### src/rtl/tmr_counter_channel.sv
// One 8-bit timer channel: prescaler, count-source select, TCNT with clear modes,
// TCORA/TCORB constant registers, and registered compare-match / overflow pulses.
module tmr_counter_channel #(
  parameter int unsigned BIT_WIDTH            = 8,
  parameter int unsigned CLK_SELECT_BIT_WIDTH = 3,
  parameter int unsigned PRESCALE_WIDTH       = 13
) (
  input  logic                            clk,
  input  logic                            rst_n,
  input  logic [CLK_SELECT_BIT_WIDTH-1:0] clock_select,
  input  logic [1:0]                      cclr,
  input  logic                            counter_clear,
  input  logic                            ext_clk,
  input  logic                            cascade_in,
  input  logic                            wr_en,
  input  logic [1:0]                      wr_addr,
  input  logic [BIT_WIDTH-1:0]            wr_data,
  output logic [BIT_WIDTH-1:0]            tcnt,
  output logic [BIT_WIDTH-1:0]            tcora,
  output logic [BIT_WIDTH-1:0]            tcorb,
  output logic                            CompareMatchA,
  output logic                            CompareMatchB,
  output logic                            Overflow
);

  logic [PRESCALE_WIDTH-1:0] r_prescaler;
  logic                      r_ext_s1, r_ext_s2, r_ext_hist;
  logic [BIT_WIDTH-1:0]      r_tcnt, r_tcora, r_tcorb;
  logic                      r_eqa_q, r_eqb_q, r_tcnt_written_q;
  logic                      r_cmp_a, r_cmp_b, r_ovf;

  logic                      w_tick, w_clr, w_eqa, w_eqb;
  logic                      w_wr_tcnt, w_wr_tcora, w_wr_tcorb;
  logic                      w_ext_rise, w_ext_fall;
  logic [BIT_WIDTH-1:0]      w_tcnt_d;

  assign w_wr_tcnt  = wr_en && (wr_addr == 2'b00);
  assign w_wr_tcora = wr_en && (wr_addr == 2'b01);
  assign w_wr_tcorb = wr_en && (wr_addr == 2'b10);

  assign w_ext_rise = r_ext_s2 && !r_ext_hist;
  assign w_ext_fall = !r_ext_s2 && r_ext_hist;

  assign w_eqa = (r_tcnt == r_tcora);
  assign w_eqb = (r_tcnt == r_tcorb);

  always_comb begin
    w_tick = 1'b0;
    case (clock_select)
      3'd1:    w_tick = &r_prescaler[2:0];
      3'd2:    w_tick = &r_prescaler[5:0];
      3'd3:    w_tick = &r_prescaler;
      3'd4:    w_tick = cascade_in;
      3'd5:    w_tick = w_ext_rise;
      3'd6:    w_tick = w_ext_fall;
      3'd7:    w_tick = w_ext_rise || w_ext_fall;
      default: w_tick = 1'b0;
    endcase
  end

  always_comb begin
    w_clr = 1'b0;
    case (cclr)
      2'b01:   w_clr = w_eqa;
      2'b10:   w_clr = w_eqb;
      2'b11:   w_clr = counter_clear;
      default: w_clr = 1'b0;
    endcase
  end

  // CPU write beats clear, clear beats increment; clears only land on a tick.
  always_comb begin
    w_tcnt_d = r_tcnt;
    if (w_wr_tcnt) begin
      w_tcnt_d = wr_data;
    end else if (w_clr && w_tick) begin
      w_tcnt_d = '0;
    end else if (w_tick) begin
      w_tcnt_d = r_tcnt + 1'b1;
    end
  end

  always_ff @(posedge clk or negedge rst_n) begin
    if (!rst_n) begin
      r_prescaler      <= '0;
      r_ext_s1         <= 1'b0;
      r_ext_s2         <= 1'b0;
      r_ext_hist       <= 1'b0;
      r_tcnt           <= '0;
      r_tcora          <= '1;
      r_tcorb          <= '1;
      r_eqa_q          <= 1'b0;
      r_eqb_q          <= 1'b0;
      r_tcnt_written_q <= 1'b0;
      r_cmp_a          <= 1'b0;
      r_cmp_b          <= 1'b0;
      r_ovf            <= 1'b0;
    end else begin
      r_prescaler      <= r_prescaler + 1'b1;
      r_ext_s1         <= ext_clk;
      r_ext_s2         <= r_ext_s1;
      r_ext_hist       <= r_ext_s2;
      r_tcnt           <= w_tcnt_d;
      if (w_wr_tcora) r_tcora <= wr_data;
      if (w_wr_tcorb) r_tcorb <= wr_data;
      r_eqa_q          <= w_eqa;
      r_eqb_q          <= w_eqb;
      r_tcnt_written_q <= w_wr_tcnt;
      // A freshly written TCNT never raises a match, even if it equals TCORx.
      r_cmp_a          <= w_eqa && !r_eqa_q && !r_tcnt_written_q;
      r_cmp_b          <= w_eqb && !r_eqb_q && !r_tcnt_written_q;
      r_ovf            <= w_tick && (&r_tcnt) && !w_clr && !w_wr_tcnt;
    end
  end

  assign tcnt          = r_tcnt;
  assign tcora         = r_tcora;
  assign tcorb         = r_tcorb;
  assign CompareMatchA = r_cmp_a;
  assign CompareMatchB = r_cmp_b;
  assign Overflow      = r_ovf;

endmodule

### config.mk
export PLATFORM = sky130hd
export DESIGN_NAME = tmr_counter_channel
export DESIGN_NICKNAME = d
export VERILOG_FILES = /design/src/rtl/tmr_counter_channel.sv
export SDC_FILE = /design/constraint.sdc
export NUM_CORES = 1
export LEC_CHECK = 0
export ABC_CLOCK_PERIOD_IN_PS = 2800
export BUFFER_PORTS_ARGS = -buffer_cell sky130_fd_sc_hd__buf_2
export CAP_MARGIN = 0
export CORE_ASPECT_RATIO = 1.25
export CORE_MARGIN = 2
export CORE_UTILIZATION = 54
export DETAILED_ROUTE_END_ITERATION = 6
export PLACE_DENSITY_LB_ADDON = 0.2
export SKIP_LAST_GASP = 1
export SLEW_MARGIN = 20
export SYNTH_ARGS = -nofsm -noshare
export SYNTH_HDL_FRONTEND = slang
export SYNTH_SLANG_ARGS = --single-unit
export TNS_END_PERCENT = 50
### constraint.sdc
create_clock -name clk -period 2.8 [get_ports clk]
set_clock_uncertainty 0.2 [all_clocks]
set_input_delay 0.28 -clock clk [delete_from_list [all_inputs] [get_ports clk]]
set_output_delay 0.28 -clock clk [all_outputs]
set_load 0.02 [all_outputs]
* Word-level counts from Yosys, hierarchy flattened
Index checks and enable logic that the tools add are counted.
** Operators by class
- Add/sub/neg operators :: 2
- Multiply operators :: 0
- Divide/modulo/power cells :: 0
- $lt $le $gt $ge :: 0
- Equal/unequal tests :: 14
- Shift operators :: 0
- Muxes and demuxes :: 5
- Bitwise gates (word level) :: 0
- Reductions and logical operators :: 27
** Operator list (number)
- $mux W8 :: 3
- $eq A8 B8 Y1 :: 2
- $add A13 B1 Y13 const B :: 1
- $logic_and A1 B1 Y1 :: 13
- $reduce_and A13 Y1 :: 1
- $eq A3 B3 Y1 const B :: 4
- $add A8 B1 Y8 const B :: 1
- $reduce_and A8 Y1 :: 1
- $logic_not A1 Y1 :: 7
- $pmux W1 S7 :: 1
- $eq A2 B2 Y1 const B :: 3
- $eq A3 B2 Y1 const B :: 2
- $reduce_and A6 Y1 :: 1
- $eq A2 B1 Y1 const B :: 2
- $eq A3 B1 Y1 const B :: 1
- $pmux W1 S3 :: 1
- $reduce_and A3 Y1 :: 1
- $reduce_bool A3 Y1 :: 1
- $logic_not A2 Y1 :: 1
- $logic_or A1 B1 Y1 :: 1
** Word-level totals
- Register bits after elaboration :: 46
- Latch bits :: 0
- RAM bits :: 0
- ROM bits :: 0
- Output and inout bits :: 27
- Word-level logic and storage cells :: 61
- Memories :: 0

* Longest topological paths before layout
Gate-level depths: netlist of the first run.
- Depth in word-level cells :: 7
- Mapped depth :: 8
- Mapped depth without buffers :: 8

* Worst setup path after synthesis of the first run
OpenSTA, ideal clock, no wires.
- Kind :: reg-to-reg
- From :: register r_tcnt[6] (netlist: tcnt[6])
- To :: register r_tcnt[6] (netlist: tcnt[6])
- Arrival :: 1945 ps
- Required time :: 2518 ps
- Path slack :: 573 ps
- Stages on the path, launching flop included :: 9
- Buffers on the path :: 2
- Path through :: dfrtp_1 > buf_6 > xor2_1 > nor4_1 > a31o_1 > and2_4 > buf_6 > or4_1 > a31oi_1
** On the way
- Cells in the longest elaborated chain, start to end :: 5
- Elaborated cells on any way between the ends :: 9
- Classes of those cells :: add/sub (1); eq/ne (2); mux (4); reduce/logical (2)
** RTL lines
- start, declared :: line 28 : logic [BIT_WIDTH-1:0] r_tcnt, r_tcora, r_tcorb;
- start signal, assigned :: line 103 : r_tcnt <= w_tcnt_d;
- parallel branches: the longest is 5 deep, another holds $add A8 B1 Y8
Several ways; the timed one is not identified. The select of a mux whose other input is x is not followed.
A chain may end at the register's enable or synchronous reset.

* Worst setup path after layout of the first run
- From :: register r_prescaler[0]
- To :: register r_tcnt[6] (netlist: tcnt[6])
** On the way
- Cells in the longest elaborated chain, start to end :: 5
- Elaborated cells on any way between the ends :: 8
- Classes of those cells :: mux (3); reduce/logical (5)
** RTL lines
- start, declared :: line 26 : logic [PRESCALE_WIDTH-1:0] r_prescaler;
- start signal, assigned :: line 99 : r_prescaler <= r_prescaler + 1'b1;
- $reduce_and A13 Y1 (tied with other cells) :: line 52 : 3'd3: w_tick = &r_prescaler;
- $pmux W1 S7 * :: line 49 : case (clock_select)
- $logic_and A1 B1 Y1 :: line 76 : end else if (w_clr && w_tick) begin
- $mux W8 :: line 76
- $mux W8 :: line 74 : if (w_wr_tcnt) begin
Mark *: on every way between the ends. The rest lies on a longest branch, timed or not.

==> qor_table.md, run 1 <==
| Result | Reported | Unit |
|---|---|---|
| Period minus WS final | 2404 | ps |
| Number of nets produced by synthesis | 215 | - |
| Fillcell total | 330 | - |
| Most frequent cells after synthesis | dfrtp_1, dfstp_2, mux2_2, xnor2_1, nand2_1 | - |
| Sequential cell area fraction in the yosys report | 52.70 | % |
| Vias in the first global route | 1,617 | - |
| CP peak stage delay | 490 | ps |
| Count of nets after finishing | 267 | - |
| P_leak | 1.244 | nW |
| Register cell area after layout | 1171 | sq um |
| Unrepaired setup endpoints after global routing | no | - |
| Number of distinct library cells after synthesis | 37 | - |
| Post-detailed-placement cell area | 2497 | sq um |
| Drt first-iter violations | 69 | - |
| Most crowded layer after global routing | met2 | - |
| Routability cong. | 0.7741 | - |
| Diode count | 0 | - |
| Max cap viols | 0 | - |
| Clock tree from TritonCTS | built | - |
| Clock slew at the register clock pins of the worst setup and hold paths | 80 | ps |
| Synth Flop Type | dfrtp_1 | - |
| Number of enable-type register cells in the synthesized netlist | 0 | - |
| Width of the chip | 61.38 | um |
| Latest clock arrival within the worst-skew pair | 300 | ps |
| Initial core utilization | 55.09 | % |
| Worst Hold Slack | 43.52 | ps |
| Ratio of cells with drive above 1 in the final layout | 37.60 | % |
| Crit path DAT | 2430 | ps |
| Multi-input combinational cell area | 991.0 | sq um |
| Final routed DRC violation total | 0 | - |
| CTS buffer count | 5 | - |
| Remaining number of nets flagged by the antenna check after routing | 0 | - |
| Post-route cell area | 2663 | sq um |
| Count of synthesis-stage warnings from yosys | 0 | - |
| Worst slew pin tran | 554.2 | ps |
| Share of the clock period used by the worst path after layout | 85.86 | % |
| Area share of the largest cell type after synthesis | 33.78 | % |
| Upper clock frequency limit | 416.0 | MHz |
| Met3 capacity usage during global routing | 5.263 | % |
| Register bit total from synthesis | 46 | - |
| Final HPWL DP | 3208 | um |
| Cell breakdown of the critical path | ha_1 -> nand4_1 -> nor4_1 -> a311oi_1 -> o21a_1 -> or4_1 -> a31oi_1 | - |
| Max-slew violation count | 0 | - |
| GRT met2 Usage | 37.12 | % |
| Die height | 75.72 | um |
| Pin count of the biggest net entering global routing | 47 | - |
| Root Buffer Master | clkbuf_8 | - |
| CP Max Fanout | 9 | - |
| Row count | 26 | - |
| Vias per std cell | 5.560 | - |
| Synthesis-to-layout area growth | 19.82 | % |
| Number of setup violations in the final report | 0 | - |
| Standard cell core area | 4034 | sq um |
| Critical Path Start Type | register | - |
| Setup CP Type | reg -> reg | - |
| Slew headroom | 63.05 | % |
| Depth of the CTS H-tree | 2 | - |
| Full die area | 4647 | sq um |
| Power per Cell Area | 705.0 | nW/um^2 |
| Largest cells by area after synthesis | dfrtp_1, dfstp_2, mux2_2 | - |
| Sum of routed wire length over all layers | 4372 | um |
| Number of I/O pins | 48 | - |
| Number of sinks handled by clock tree synthesis | 46 | - |
| Port bufs | 47 | - |
| Required time of the critical path | 2820 | ps |
| Type of the worst min-delay path | in -> reg | - |
| Netlist area before placement | 2222 | sq um |
| Total gr overflow | 0 | - |
| Average detailed-routed wire length per instance | 14.67 | um |
| FFs w/ async S/R, synth | 100.0 | % |
| Critical path's slowest cell | or4_1 | - |
| Cells after Synth | 189 | - |
| GR met1 Demand/Resource | 24.86 | % |
| Run status | finished, final reports clean | - |
| Worst IR Drop VDD | 0.0003307 | V |
| Synthesized area per cell | 11.76 | sq um |
| Detailed-router iteration count before antenna repair | 4 | - |
| Bufs on Longest Clock Path | 2 | - |
| Final Hold Viols | 0 | - |
| Cell accounting for the most synthesized area | dfrtp_1 | - |
| Final total negative setup slack | 0 | ps |
| Critical Path Sink Type | register | - |
| Overall routing resource usage | 21.43 | % |
| Most common cell in the netlist | dfrtp_1 | - |
| Via count | 1,657 | - |
| Wire length of the first global-routing pass | 7258 | um |
| Initial antenna violation count | 0 | - |
[power by group]
group | switching, W | total, W | internal [W]
sequential | 0.0000945 | 0.000866 | 0.000771
clock | 0.000217 | 0.000597 | 0.000380
combinational | 0.000228 | 0.000414 | 0.000186
[what timing repair did]
action                    CTS  global route
hold buffers                2             0
hold endpoints to repair   31             0
resized for setup           0             0
setup buffers               0             0
[kinds of logic after synthesis]
| group | Yosys count | share of synthesized area [%] |
|---|---|---|
| AOI/OAI and AO/OA | 24 | 7.883 |
| xor gates and xnor gates | 26 | 10.25 |
| adders and majority gates | 5 | 2.815 |
| buffers and inverters | 12 | 2.703 |
| DFF | 46 | 52.70 |
| muxes | 17 | 9.121 |
| and+or+nand+nor | 59 | 14.53 |
[worst max-delay path, delay by kind of cell (launching register included)]
| kind | cells | cell delay [ps] |
|---|---|---|
| fa+ha+maj | 1 | 220 |
| flops | 1 | 390 |
| compound gates | 3 | 550 |
| simple gates | 3 | 980 |
[registers in the layout, indices dropped and copies added (netlist names)]
register / cells
r_ext_s2: 1
r_eqb_q: 1
CompareMatchA: 1
r_ext_hist: 1
r_tcnt_written_q: 1
tcorb: 8
r_prescaler: 13
r_eqa_q: 1
Overflow: 1
tcora: 8
r_ext_s1: 1
CompareMatchB: 1
tcnt: 8
[path summary, 6_finish.rpt]
check | startpoint | to | slack [ps] | cells after the start
max in group asynchronous | rst_n | tcorb[4] | 1700 | 2
min reg2reg | r_ext_s1 | r_ext_s2 | 170 | 0
min | wr_data[7] | tcorb[7] | 40 | 2
min in group asynchronous | rst_n | CompareMatchA | 310 | 2
max reg2reg | r_prescaler[0] | tcnt[6] | 400 | 7
max | r_prescaler[0] | tcnt[6] | 400 | 7
[area by class of cell]
cell class / count / area share, %
repair buffers: 49 / 9.680
inverters: 8 / 1.128
multi-input cells: 131 / 37.22
clock buffers: 6 / 3.102
clock inverters: 2 / 2.256
flip-flops and latches: 46 / 43.98
well taps: 56 / 2.632
[through the flow]
stage / utilization, % / worst slack, ps / power (W) / instances
detailed placement: 61.91 / 406.2 / 0.001296 / 288
global placement: 61.91 / 510.4 / 0.001289 / 288
finish: 66.01 / 395.9 / 0.001877 / 298
global route: 66.01 / 96.26 / 0.001982 / 298
floorplan: - / 573.2 / 0.001148 / 189
CTS: 65.94 / 389.8 / 0.001899 / 298
[cells in the final DEF (no fill, tap or decap), types with 2 or more instances in the layout]
cell type	instances
o41ai_1	2
mux2_2	16
a32o_1	2
dlygate4sd3_1	2
xor2_1	12
and3_1	5
ha_1	5
clkbuf_8	6
a31oi_1	4
nor3b_1	4
xnor2_1	14
nand4_1	5
dfrtp_1	30
inv_1	8
a31o_1	5
buf_2	46
nand3b_1	2
nand2_1	13
nand3_1	9
dfstp_2	16
bufinv_16	2
o21ai_0	5
nor2_1	8
nor4_1	5
[layer usage]
layer,routed length [um],vias up
met2,2325,42
met3,171,11
met4,88,0
met1,1788,819
met5,0,-
li1,-,785
Note: power is estimated with default switching activity, not from simulation.
==> inputs of run 2 (changes only) <==
--- a/config.mk
+++ b/config.mk
@@ -8,7 +8,7 @@
 export ABC_CLOCK_PERIOD_IN_PS = 2800
 export BUFFER_PORTS_ARGS = -buffer_cell sky130_fd_sc_hd__buf_2
 export CAP_MARGIN = 0
-export CORE_ASPECT_RATIO = 1.25
+export CORE_ASPECT_RATIO = 2
 export CORE_MARGIN = 2
 export CORE_UTILIZATION = 54
 export DETAILED_ROUTE_END_ITERATION = 6
==> qor_table.md, run 2 (synthesized netlist as in run 1, its figures left out) <==
| Result | Reported | Unit | Change |
|---|---|---|---|
| Clock slew at the register clock pins of the worst setup and hold paths | 80 | ps | about the same |
| Number of sinks handled by clock tree synthesis | 46 | - | unchanged |
| Row count | 33 | - | +27% |
| Dpl cells | 286 | - | -0.69% |
| Clock tree from TritonCTS | built | - |  |
| Final HPWL DP | 3470 | um | +8.2% |
| Vias in the first global route | 1,649 | - | +2.0% |
| Wire length of the first global-routing pass | 7700 | um | +6.1% |
| Total gr overflow | 0 | - | unchanged |
| Final Hold Viols | 0 | - | unchanged |
| Type of the worst min-delay path | in -> reg | - |  |
| Register-to-Register Path Depth | 7 | - | unchanged |
| Fillcell total | 341 | - | +3.3% |
| Slew headroom | 64.02 | % | +0.96 points |
| Critical Path Sink Type | register | - |  |
| Final routed DRC violation total | 0 | - | unchanged |
| Ratio of cells with drive above 1 in the final layout | 38.11 | % | +0.51 points |
| Upper clock frequency limit | 405.0 | MHz | -2.6% |
| Full die area | 4675 | sq um | +0.60% |
| Standard cell core area | 4005 | sq um | -0.71% |
| Worst reg2reg startpoint | r_prescaler[0] | - |  |
| Period minus WS final | 2469 | ps | +65.19 ps |
| Port bufs | 47 | - | unchanged |
| Share of the clock period used by the worst path after layout | 88.19 | % | +2.3 points |
| Critical Path Source | r_prescaler[0] | - |  |
| Bufs on Longest Clock Path | 2 | - | unchanged |
| Number of flip-flops under the largest register name | 13 | - | unchanged |
| Root Buffer Master | clkbuf_8 | - |  |
| Cells on Worst Hold Path | 2 | - | unchanged |
| Overall routing resource usage | 21.66 | % | +0.23 points |
| Number of gates resized after CTS | 0 | - | unchanged |
| Depth of the CTS H-tree | 2 | - | unchanged |
| Crit path DAT | 2480 | ps | +50 ps |
| Run status | finished, final reports clean | - |  |
| Non-filler instance count after layout | 296 | - | -0.67% |
| Diode count | 0 | - | unchanged |
| Worst slew pin tran | 538.1 | ps | -16.08 ps |
| Final total negative setup slack | 0 | ps | unchanged |
| Remaining number of nets flagged by the antenna check after routing | 0 | - | unchanged |
| Critical Path Start Type | register | - |  |
| Average detailed-routed wire length per instance | 15.49 | um | +5.6% |
| Initial antenna violation count | 0 | - | unchanged |
| Count of nets after finishing | 269 | - | +0.75% |
| P_leak | 1.238 | nW | -0.41% |
| Initial core utilization | 55.48 | % | +0.40 points |
| Number of I/O pins | 48 | - | unchanged |
| Worst IR Drop VDD | 0.0005129 | V | +55% |
| Worst Min Path Start | wr_data[2] | - |  |
| Setup CP Type | reg -> reg | - |  |
| Sum of routed wire length over all layers | 4585 | um | +4.9% |
| Required time of the critical path | 2820 | ps | about the same |
| Commonest non-fill, non-tap cells in the layout | buf_2, dfrtp_1, mux2_2, dfstp_2, xnor2_1 | - |  |
| Vias per std cell | 5.632 | - | +1.3% |
| Detailed-router iteration count before antenna repair | 4 | - | unchanged |
| Synthesis-to-layout area growth | 18.69 | % |  |
| Total Power Consumption | 0.001746 | W | -7.0% |
| Most common cell after layout, fill and taps aside | buf_2 | - |  |
| Unrepaired setup endpoints after global routing | no | - |  |
| CP Max Fanout | 9 | - | unchanged |
| Width of the chip | 49.36 | um | -20% |
| Max-slew violation count | 0 | - | unchanged |
| Die height | 94.72 | um | +25% |
| Post-detailed-placement cell area | 2507 | sq um | +0.40% |
| Pin count of the biggest net entering global routing | 21 | - | -55% |
| Routability cong. | 0.8266 | - | +6.8% |
| Post-CTS Repair Setup Buffers | 0 | - | unchanged |
| Power per Cell Area | 661.8 | nW/um^2 | -6.1% |
| Drt first-iter violations | 41 | - | -41% |
| Latest clock arrival within the worst-skew pair | 290 | ps | about the same |
| Number of setup violations in the final report | 0 | - | unchanged |
| Via count | 1,667 | - | +0.60% |
| Register name with the most flops | r_prescaler | - |  |
| Max cap viols | 0 | - | unchanged |
| CTS buffer count | 5 | - | unchanged |
| Post-route cell area | 2638 | sq um | -0.94% |
==> run 2: through the flow <==
step / setup slack (ps) / util, % / hold WS [ps]
3_5_place_dp: 379.0 / 62.61 / 50.57
4_1_cts: 347.5 / 65.85 / 49.30
6_report: 330.7 / 65.85 / 51.91
3_3_place_gp: 490.9 / 62.61 / 46.68
2_1_floorplan: 573.2 / - / -215.6
5_1_grt: 178.7 / 65.85 / 57.38
==> run 2: repair_timing <==
action | 4_1_cts | 5_1_grt
hold buffers | 2 | 0
setup endpoints to repair | 0 | 0
endpoints found under the hold margin | 12 | 0
==> run 2: cell type report <==
cell class / instances / area, sq um / area share [%]
multi-input combinational: 131 / 991.0 / 37.57
timing repair buffer: 51 / 270.3 / 10.25
sequential: 46 / 1171 / 44.40
tap: 52 / 65.06 / 2.467
inverter: 8 / 30.03 / 1.139
clock buffer: 8 / 110.1 / 4.175
==> run 2: per-layer routing <==
metal  global-route usage (%)  up-vias  routed length, um
met1                    27.41      816               1890
li1                         -      792                  -
met3                    3.797        6                246
met5                        0        -                  0
met2                    37.50       53               2388
met4                    6.429        0                 60
==> run 2: worst paths after layout <==
check	end	slack [ps]
max in group asynchronous	tcora[6]	1500
min reg2reg	r_ext_s2	150
min in group asynchronous	tcnt[1]	250
max reg2reg	tcnt[6]	330
min	tcora[2]	50
max	tcnt[6]	330
==> run 2: power breakdown <==
part / switching [W] / internal, W
clock: 0.000206 / 0.000249
sequential: 0.0000981 / 0.000772
combinational: 0.000234 / 0.000187
==> run 2: worst max-delay path, stage by stage, from the launching register on <==
cell,delay (ps)
dfrtp_1,400
ha_1,250
nand4_1,170
nor4_1,310
a311oi_1,110
o21a_1,290
or4_1,500
a31oi_1,170
==> inputs of run 3 (changes only) <==
--- a/config.mk
+++ b/config.mk
@@ -8,9 +8,11 @@
 export ABC_CLOCK_PERIOD_IN_PS = 2800
 export BUFFER_PORTS_ARGS = -buffer_cell sky130_fd_sc_hd__buf_2
 export CAP_MARGIN = 0
+export CELL_PAD_IN_SITES_DETAIL_PLACEMENT = 1
+export CELL_PAD_IN_SITES_GLOBAL_PLACEMENT = 1
 export CORE_ASPECT_RATIO = 2
 export CORE_MARGIN = 2
-export CORE_UTILIZATION = 54
+export CORE_UTILIZATION = 42
 export DETAILED_ROUTE_END_ITERATION = 6
 export PLACE_DENSITY_LB_ADDON = 0.2
 export SKIP_LAST_GASP = 1
==> qor_table.md, run 3 (synthesized netlist as in run 1, its figures left out) <==
| Result | Reported | Unit | Change |
|---|---|---|---|
| Cells on Worst Hold Path | 2 | - | unchanged |
| Fillcell total | 578 | - | +70% |
| Hold Path Sink | tcorb[7] | - |  |
| Int Power | 0.001159 | W | -4.1% |
| Multi-input combinational cell area | 991.0 | sq um | unchanged |
| Register name with the most flops | r_prescaler | - |  |
| Clock slew at the register clock pins of the worst setup and hold paths | 90 | ps | about the same |
| Upper clock frequency limit | 407.2 | MHz | +0.54% |
| Via count | 1,642 | - | -1.5% |
| Commonest non-fill, non-tap cells in the layout | buf_2, dfrtp_1, mux2_2, dfstp_2, xnor2_1 | - |  |
| FF-to-FF End | tcnt[6] | - |  |
| Latest clock arrival within the worst-skew pair | 310 | ps | +20 ps |
| Final total negative setup slack | 0 | ps | unchanged |
| Width of the chip | 55.44 | um | +12% |
| Clock power frac | 24.9 | % | -1.2 points |
| Worst Min Path Start | wr_data[7] | - |  |
| Overall routing resource usage | 19.56 | % | -2.1 points |
| Total Power Consumption | 0.001725 | W | -1.2% |
| Detailed-router iteration count before antenna repair | 4 | - | unchanged |
| Reg2Reg Setup Slack | 340 | ps | about the same |
| Worst IR Drop VDD | 0.0004242 | V | -17% |
| Ratio of cells with drive above 1 in the final layout | 37.70 | % | -0.41 points |
| Die height | 106.9 | um | +13% |
| Number of setup violations in the final report | 0 | - | unchanged |
| Period minus WS final | 2456 | ps | -13.24 ps |
| Remaining number of nets flagged by the antenna check after routing | 0 | - | unchanged |
| Worst Hold Slack | 29.14 | ps | -22.77 ps |
| Worst reg2reg startpoint | r_prescaler[0] | - |  |
| Worst slew pin tran | 989.4 | ps | +451.2 ps |
| Clock tree from TritonCTS | built | - |  |
| Final Hold Viols | 0 | - | unchanged |
| P_leak | 1.229 | nW | -0.79% |
| Vias in the first global route | 1,789 | - | +8.5% |
| Sum of routed wire length over all layers | 5331 | um | +16% |
| Switching fraction of total power | 32.82 | % | +2.0 points |
| Full die area | 5924 | sq um | +27% |
| Bufs on Longest Clock Path | 2 | - | unchanged |
| Relative contribution of combinational cells to total power | 24.8 | % | +0.7 points |
| Post-placement worst setup slack | 363.2 | ps | -15.81 ps |
| Slew headroom | 34.04 | % | -30 points |
| Synthesis-to-layout area growth | 18.19 | % |  |
| Average detailed-routed wire length per instance | 17.65 | um | +14% |
| Register-to-Register Path Depth | 7 | - | unchanged |
| Count of nets after finishing | 269 | - | unchanged |
| Share of the clock period used by the worst path after layout | 87.72 | % | -0.47 points |
| Vias per std cell | 5.437 | - | -3.5% |
| Setup CP Type | reg -> reg | - |  |
| Final HPWL DP | 4078 | um | +18% |
| CTS buffer count | 5 | - | unchanged |
| Total gr overflow | 0 | - | unchanged |
| CP Max Fanout | 9 | - | unchanged |
| Run status | finished, final reports clean | - |  |
| Standard cell core area | 5139 | sq um | +28% |
| Required time of the critical path | 2840 | ps | +20 ps |
| Routability cong. | 0.8059 | - | -2.5% |
| Type of the worst min-delay path | in -> reg | - |  |
| Port bufs | 47 | - | unchanged |
| Sequential power share | 50.3 | % | +0.5 points |
| Unrepaired setup endpoints after global routing | no | - |  |
| Psw | 0.0005662 | W | +5.3% |
| Final routed DRC violation total | 0 | - | unchanged |
| Power per Cell Area | 656.8 | nW/um^2 | -0.76% |
| Final WS setup | 344.0 | ps | +13.24 ps |
| Pin count of the biggest net entering global routing | 44 | - | +110% |
| Number of gates resized after CTS | 0 | - | unchanged |
| Wire length of the first global-routing pass | 8804 | um | +14% |
| Initial core utilization | 43.24 | % | -12 points |
| Number of sinks handled by clock tree synthesis | 46 | - | unchanged |
| Diode count | 0 | - | unchanged |
| Number of flip-flops under the largest register name | 13 | - | unchanged |
| Row count | 37 | - | +12% |
| Number of I/O pins | 48 | - | unchanged |
| Max cap viols | 0 | - | unchanged |
| Initial antenna violation count | 0 | - | unchanged |
| Crit path DAT | 2500 | ps | +20 ps |
| Critical Path Sink Type | register | - |  |
| Root Buffer Master | clkbuf_8 | - |  |
| Most common cell after layout, fill and taps aside | buf_2 | - |  |
| Critical Path Start Type | register | - |  |
| Drt first-iter violations | 37 | - | -9.8% |
| Depth of the CTS H-tree | 2 | - | unchanged |
| Register cell area after layout | 1171 | sq um | unchanged |
| Max-slew violation count | 0 | - | unchanged |
run 3: cell count changes in the layout (fill, tap and decap cells not counted), sizes merged:
cell,change
clkbuf,-1
clkinv,+1
run 3: critical path, cell delays in order (launching register included):
cell and delay, ps:
dfrtp_1 400, ha_1 240, nand4_1 160, nor4_1 330
a311oi_1 110, o21a_1 290, or4_1 490, a31oi_1 180
run 3: layer usage:
layer	up-vias	global-route usage (%)	share of wire (%)
li1	784	-	-
met4	0	8.014	2.2
met1	823	19.24	36
met5	-	0	0
met2	25	38.01	60
met3	10	4.343	2.6
run 3: metrics by stage:
stage | instance area (sq um) | util, % | cells
after global routing | 2626 | 51.11 | 302
after detailed placement | 2515 | 48.94 | 292
after floorplan | 2222 | - | 189
final | 2626 | 51.11 | 302
after global placement | 2515 | 48.94 | 292
after CTS | 2626 | 51.11 | 302
run 3: power by group through the flow:
stage	clock network, W	registers (W)	logic, W
2_1_floorplan	0	0.000952	0.000196
3_3_place_gp	0	0.000881	0.000425
3_5_place_dp	0	0.000882	0.000433
4_1_cts	0.000438	0.000870	0.000437
5_1_grt	0.000467	0.000881	0.000470
6_report	0.000429	0.000867	0.000429
run 3: worst max-delay path by stage:
| stage | cells past startpoint | startpoint | endpoint | slack, ps |
|---|---|---|---|---|
| final | 7 | r_prescaler[0] | tcnt[6] | 340 |
| after global placement | 7 | r_prescaler[0] | tcnt[6] | 450 |
| after global routing | 7 | r_prescaler[0] | tcnt[5] | 180 |
| after floorplan | 8 | tcnt[6] | tcnt[6] | 570 |
| after CTS | 7 | r_prescaler[0] | tcnt[6] | 350 |
| after detailed placement | 7 | r_prescaler[0] | tcnt[6] | 360 |
run 3: repair_timing:
action / 4_1_cts / 5_1_grt
hold buffers: 2 / 0
buffers inserted: 0 / 0
endpoints found under the hold margin: 31 / 0
run 3: final cells by class:
class,instances,area share [%]
clock buffer,7,3.287
sequential,46,44.59
inverter,8,1.143
tap,58,2.763
timing repair buffer,51,10.29
multi-input combinational,131,37.73
clock inverter,1,0.1906
